File: src/rtl/dice_pkg.sv
// Shared types and constants for the dice launcher roll path.
package dice_pkg;

   localparam int          FACE_W    = 7;
   localparam logic [15:0] LFSR_TAPS = 16'hB400;   // x^16+x^14+x^13+x^11+1

   typedef enum logic [1:0] {IDLE, ROLL, REDUCE, SHOW} state_t;

   // One right-shift step of the Galois LFSR.
   function automatic logic [15:0] lfsr_next(input logic [15:0] s);
      return s[0] ? ((s >> 1) ^ LFSR_TAPS) : (s >> 1);
   endfunction

endpackage

File: src/rtl/dice_roller_if.sv
// Roll request / result bundle between the launcher front end and the roller.
interface dice_roller_if;
   import dice_pkg::*;

   logic [FACE_W-1:0] NB_Face;
   logic              Roll;
   logic [FACE_W-1:0] Result;
   logic              Rolling;
   logic              Valid;
   logic              Error;

   modport master (output NB_Face, Roll, input Result, Rolling, Valid, Error);
   modport slave  (input NB_Face, Roll, output Result, Rolling, Valid, Error);
endinterface

File: src/rtl/dice_roller_lfsr16.sv
// Free-running 16-bit Galois LFSR; a non-zero seed keeps it off the all-zero lock-up state.
module lfsr16
   import dice_pkg::*;
#(
   parameter logic [15:0] SEED = 16'hACE1
) (
   input  logic        Clk,
   input  logic        Reset,
   output logic [15:0] state
);

   // Advance once per clock, reload the seed on reset.
   always_ff @(posedge Clk) begin
      if (Reset) state <= SEED;
      else       state <= lfsr_next(state);
   end

endmodule

File: src/rtl/dice_roller.sv
// Dice roller: on a roll press animates for a fixed time, then draws 1..N
// by reducing a 7-bit LFSR sample modulo N one subtraction per cycle.
module dice_roller
   import dice_pkg::*;
#(
   parameter int          ROLL_CYCLES = 25000000,
   parameter int          ANIM_DIV    = 2500000,
   parameter logic [15:0] LFSR_SEED   = 16'hACE1
) (
   input logic          Clk,
   input logic          Reset,
   dice_roller_if.slave bus
);

   localparam int PH_W = $clog2(ROLL_CYCLES + 1);
   localparam int AN_W = $clog2(ANIM_DIV + 1);
   localparam logic [PH_W-1:0] PH_LAST = PH_W'(ROLL_CYCLES - 1);
   localparam logic [AN_W-1:0] AN_LAST = AN_W'(ANIM_DIV - 1);

   typedef logic [FACE_W-1:0] face_t;

   state_t          state_q, state_d;
   face_t           n_q, n_d, r_q, r_d, result_q, result_d;
   logic            valid_q, valid_d, error_q, error_d, rolling_q, rolling_d;
   logic [PH_W-1:0] phase_q, phase_d;
   logic [AN_W-1:0] anim_q, anim_d;
   logic            sync1, sync2, roll_prev, req;
   logic [15:0]     lfsr_state;
   logic            unused_lfsr_hi;

   assign unused_lfsr_hi = ^lfsr_state[15:FACE_W];

   lfsr16 #(.SEED(LFSR_SEED)) u_lfsr (
      .Clk   (Clk),
      .Reset (Reset),
      .state (lfsr_state)
   );

   // Bring the raw button into the clock domain and turn its rising edge into a one-cycle req.
   always_ff @(posedge Clk) begin
      if (Reset) begin
         sync1     <= 1'b0;
         sync2     <= 1'b0;
         roll_prev <= 1'b0;
      end else begin
         sync1     <= bus.Roll;
         sync2     <= sync1;
         roll_prev <= sync2;
      end
   end

   assign req = sync2 & ~roll_prev;

   // State and datapath registers.
   always_ff @(posedge Clk) begin
      if (Reset) begin
         state_q   <= IDLE;
         n_q       <= '0;
         r_q       <= '0;
         result_q  <= '0;
         valid_q   <= 1'b0;
         error_q   <= 1'b0;
         rolling_q <= 1'b0;
         phase_q   <= '0;
         anim_q    <= '0;
      end else begin
         state_q   <= state_d;
         n_q       <= n_d;
         r_q       <= r_d;
         result_q  <= result_d;
         valid_q   <= valid_d;
         error_q   <= error_d;
         rolling_q <= rolling_d;
         phase_q   <= phase_d;
         anim_q    <= anim_d;
      end
   end

   // Next-state and datapath update for the roll sequence.
   always_comb begin
      state_d  = state_q;
      n_d      = n_q;
      r_d      = r_q;
      result_d = result_q;
      valid_d  = valid_q;
      error_d  = error_q;
      phase_d  = phase_q;
      anim_d   = anim_q;
      case (state_q)
         IDLE, SHOW: begin
            if (req) begin
               if (bus.NB_Face >= face_t'(2)) begin
                  n_d      = bus.NB_Face;   // N is frozen for the whole roll
                  error_d  = 1'b0;
                  valid_d  = 1'b0;
                  phase_d  = '0;
                  anim_d   = '0;
                  result_d = face_t'(1);
                  state_d  = ROLL;
               end else begin
                  error_d  = 1'b1;          // too few faces: leave the display alone
               end
            end
         end
         ROLL: begin
            if (anim_q == AN_LAST) begin
               anim_d   = '0;
               result_d = (result_q == n_q) ? face_t'(1) : result_q + face_t'(1);
            end else begin
               anim_d   = anim_q + AN_W'(1);
            end
            if (phase_q == PH_LAST) begin
               r_d     = lfsr_state[FACE_W-1:0];
               state_d = REDUCE;
            end else begin
               phase_d = phase_q + PH_W'(1);
            end
         end
         REDUCE: begin
            if (r_q >= n_q) begin
               r_d      = r_q - n_q;
            end else begin
               result_d = r_q + face_t'(1);
               valid_d  = 1'b1;
               state_d  = SHOW;
            end
         end
         default: state_d = IDLE;
      endcase
      rolling_d = (state_d == ROLL) || (state_d == REDUCE);
   end

   assign bus.Result  = result_q;
   assign bus.Rolling = rolling_q;
   assign bus.Valid   = valid_q;
   assign bus.Error   = error_q;

endmodule

File: src/flat_wrapper.sv
// flat-port wrapper written by rule: the top's interface ports become plain ports
module dice_roller_flat import dice_pkg::*;
#(
   parameter int          ROLL_CYCLES = 25000000,
   parameter int          ANIM_DIV    = 2500000,
   parameter logic [15:0] LFSR_SEED   = 16'hACE1
)
  (Clk, Reset, bus_NB_Face, bus_Roll, bus_Result, bus_Rolling, bus_Valid, bus_Error);
  dice_roller_if bus_i ();
  input logic Clk;
  input logic Reset;
  input wire logic [$bits(bus_i.NB_Face)-1:0] bus_NB_Face;
  input wire logic [$bits(bus_i.Roll)-1:0] bus_Roll;
  output wire logic [$bits(bus_i.Result)-1:0] bus_Result;
  output wire logic [$bits(bus_i.Rolling)-1:0] bus_Rolling;
  output wire logic [$bits(bus_i.Valid)-1:0] bus_Valid;
  output wire logic [$bits(bus_i.Error)-1:0] bus_Error;
  assign bus_i.NB_Face = bus_NB_Face;
  assign bus_i.Roll = bus_Roll;
  assign bus_Result = bus_i.Result;
  assign bus_Rolling = bus_i.Rolling;
  assign bus_Valid = bus_i.Valid;
  assign bus_Error = bus_i.Error;
  dice_roller #(.ROLL_CYCLES(ROLL_CYCLES), .ANIM_DIV(ANIM_DIV), .LFSR_SEED(LFSR_SEED)) u_core (.Clk(Clk), .Reset(Reset), .bus(bus_i));
endmodule
File: config.mk
export PLATFORM = sky130hd
export DESIGN_NAME = dice_roller_flat
export DESIGN_NICKNAME = d
export VERILOG_FILES = /design/src/rtl/dice_pkg.sv /design/src/rtl/dice_roller_if.sv /design/src/rtl/dice_roller_lfsr16.sv /design/src/rtl/dice_roller.sv /design/src/flat_wrapper.sv
export SDC_FILE = /design/constraint.sdc
export NUM_CORES = 1
export LEC_CHECK = 0
export ABC_AREA = 1
export CAP_MARGIN = 20
export CORE_ASPECT_RATIO = 1.1
export CORE_MARGIN = 2
export CORE_UTILIZATION = 49
export DETAILED_ROUTE_END_ITERATION = 7
export DONT_BUFFER_PORTS = 1
export GPL_ROUTABILITY_DRIVEN = 1
export HOLD_SLACK_MARGIN = 0.02
export PLACE_DENSITY = 0.76
export SLEW_MARGIN = 5
export SYNTH_ARGS = -nofsm -noshare
export SYNTH_HDL_FRONTEND = slang
export SYNTH_SLANG_ARGS = --single-unit
File: constraint.sdc
create_clock -name Clk -period 2.37 [get_ports Clk]
set_input_delay 0.474 -clock Clk [delete_from_list [all_inputs] [get_ports Clk]]
set_output_delay 0.474 -clock Clk [all_outputs]
set_load 0.01 [all_outputs]
==> metrics.txt <==
outcome=complete, no violations; Slew HR=68.6%; total nets after synthesis=807; largest net degree at the start of global routing=51; crit-path cells=inv_1, ha_1, nand2_1, nand2_2, inv_2, nand2_2, inv_2, nand2_1, nand2_1, nor3b_1; most common cell in the synthesized netlist=nand2_1; area of the multi-input gates=2850 um2; Reg clk slew, reported paths=0.07 ns; final instance area=5630 um2; crit share post-route=87.3%; switching power=1.03 mW; worst-margin pin slew=0.470 ns; Port Buf Inserts=0; vias in the first global route=4260; Critical Path RT=2.64 ns; top cell type's share of synthesized area=35.4%; area leader, netlist=dfxtp_1; area of the core=10400 um2; mean post-synth cell area=6.66 um2; area occupied by registers=1840 um2; final setup skew=0.00488 ns; fraction of the mapped netlist area in simple logic gates=34.9%; Post-synth top cells=nand2_1 (178), nor2_1 (103), inv_1 (96); Top Layer Used=met4; CP Buf/Inv Count=3; Yosys reg bits=92; CTS tree=yes; wl on met1=5.54 mm; delay-heaviest family, CP=simple AND/OR/NAND/NOR gates; global-route wire length before repair=19.5 mm; FILL cells=994; Die Outline Area=11500 um2; combinational power share=14.3%; Die Wd=102 um; ys async rst share=0%; Post-Synth XOR/XNOR Area=3.87%; hold crit path type=input port to flip-flop; critical path's slowest cell=ha_1; Post-DP HPWL=8.47 mm; setup_tns=0 ns; setup bufs post-CTS=0; count of different cell masters after synthesis=42; EDFF count, synth=0; Worst Setup Start Kind=flip-flop; clock network fraction of total power=40.3%; sequential share of the synthesized area=35.4%; VDD IR max=325 uV; RSZ-0062 raised after global routing=false; Synth warnings=0; register share of total power=45.4%; static leakage=2.19 nW; post-synthesis mux area share=0.192%; cts bufs inserted=9; Routed Wire Length=11.5 mm; CP peak stage delay=0.38 ns; Initial Util=50.1%; 1st-pass router iterations=5; H-tree Lvls=3; hold buffers post-CTS=0; compound-cell area share of the yosys netlist=11.9%; largest family of logic cells by synthesized area=simple AND/OR/NAND/NOR gates; GRT Total Usage=21.0%; Synth Flop Type=dfxtp_1; post-layout minimum cycle time=2.07 ns; CP Capture Type=flip-flop; most used cell, CP=nand2_1; ratio of cells with drive above 1 in the final layout=8.55%; PD cells=644 nW/um2; initial DRC count=338; Max Cap Viol=0; Fin. Hold Viols=0; critical path class=flip-flop to flip-flop; clock latency at the later pin of the worst-skew pair=0.35 ns; row cnt=39; initial antenna violation count=0; antenna viol nets, final=0; Synth Cell Area=5210 um2; GR Overflow Total=0; clock buffer depth=2; area delta synth->final=8.07%; DRC violations left=0; Synth area leaders=dfxtp_1 (35%), nand2_1 (13%), nor2_1 (7.4%), inv_1 (6.9%), a21oi_1 (6.0%); met3 WL=452 um; post-CTS sizing=0; clock tree root driver cell=clkbuf_16; # nets final=804; Adder-Cell Fraction of Synth Area=3.75%; Post-Route Utilization=54.1%; endpoints failing setup=0; diode count=0; switching share of power=28.4%; max-slew violation count=0; Power, Total=3.63 mW; synthesized instance count=782; Vias=4779; clock tree sinks=92; I/O Pins=20; met2 WL post-DR=5.36 mm; DR WL/cell=12.4 um; vias per cell=5.16; Area after DPL=5330 um2; RePlAce Congestion=0.894; Max FO, Critical Path=23; Die Y=112 um; Arr. time, crit path=2.34 ns; fmax=483 MHz; Int Pwr=2.60 mW
-- worst paths after layout --
check	start	endpoint	slack [ns]	cells after the start
worst max-delay path	u_core.state_q[0]	u_core.phase_q[13]	0.30	10
worst min-delay path	Reset	u_core.phase_q[8]	0.19	1
worst max register to register	u_core.state_q[0]	u_core.phase_q[13]	0.30	10
worst min register to register	u_core.sync1	u_core.sync2	0.41	2
-- cell families after synthesis --
| logic type | count (synthesis) |
|---|---|
| AO/OA/AOI/OAI | 115 |
| XOR/XNOR | 23 |
| adder cells (fa/ha/maj) | 15 |
| buffers and inverters | 128 |
| flip-flops | 92 |
| multiplexers | 1 |
| AND/OR/NAND/NOR | 408 |
-- layout make-up --
| cell class | instances | share of cell area (%) |
|---|---|---|
| clock inverters | 6 | 1.22 |
| well taps | 143 | 3.18 |
| flip-flops and latches | 92 | 32.7 |
| repair buffers | 9 | 1.20 |
| multi-input cells | 562 | 50.6 |
| clock buffers | 10 | 4.07 |
| inverters | 105 | 7.00 |
-- layer usage --
metal / up-vias / track usage (%)
met2: 91 / 33.5
met4: 0 / 8.62
met1: 2164 / 28.4
met3: 11 / 3.24
met5: - / 0
li1: 2513 / -
-- worst register-to-register path: stages, from the launching register on --
cell,delay (ns)
dfxtp_1,0.36
inv_1,0.09
ha_1,0.38
nand2_1,0.13
nand2_2,0.06
inv_2,0.06
nand2_2,0.15
inv_2,0.38
nand2_1,0.14
nand2_1,0.09
nor3b_1,0.16
-- registers in the layout, indices dropped and copies added (netlist names) --
name / count
u_core.bus.Result: 7
u_core.bus.Valid: 1
u_core.state_q: 2
u_core.roll_prev: 1
u_core.sync2: 1
u_core.n_q: 7
u_core.bus.Error: 1
u_core.bus.Rolling: 1
u_core.r_q: 7
u_core.phase_q: 25
u_core.u_lfsr.state: 16
u_core.sync1: 1
u_core.anim_q: 22
-- metrics by stage --
stage,worst slack (ns),cells,hold WS [ns]
global route,0.0768,927,0.190
floorplan,0.658,782,0.388
CTS,0.307,927,0.185
detailed placement,0.337,911,0.395
finish,0.301,927,0.192
global placement,0.359,911,0.392
-- layout by cell type, fill, tap and decap left out, types with 2 or more instances in the layout --
| cell type | synthesis | final |
|---|---|---|
| a21oi_1 | 62 | 62 |
| a21oi_2 | 4 | 4 |
| a31oi_1 | 2 | 2 |
| buf_4 | 4 | 9 |
| clkbuf_16 | 0 | 9 |
| dfxtp_1 | 92 | 92 |
| ha_1 | 14 | 14 |
| inv_1 | 96 | 96 |
| inv_2 | 8 | 8 |
| inv_6 | 0 | 3 |
| nand2_1 | 178 | 178 |
| nand2_2 | 9 | 9 |
| nand2_4 | 2 | 2 |
| nand3_1 | 46 | 46 |
| nand4_1 | 24 | 24 |
| nor2_1 | 103 | 103 |
| nor2_2 | 5 | 5 |
| nor2_4 | 2 | 2 |
| nor3_1 | 21 | 21 |
| nor3_2 | 3 | 3 |
| nor3b_1 | 5 | 5 |
| o211ai_1 | 2 | 2 |
| o21a_1 | 3 | 3 |
| o21ai_0 | 32 | 32 |
| o21ai_1 | 5 | 5 |
| or2_2 | 7 | 7 |
| xnor2_1 | 8 | 8 |
| xor2_1 | 15 | 15 |
-- power by group through the flow --
stage               Clock [mW]  Combinational (mW)  Sequential, mW
finish                    1.46               0.519            1.65
floorplan                    0               0.429            1.67
global placement             0               0.512            1.68
global route              1.54               0.590            1.65
detailed placement           0               0.516            1.68
CTS                       1.48               0.518            1.65
No activity file was read; power rests on OpenSTA's default activity.
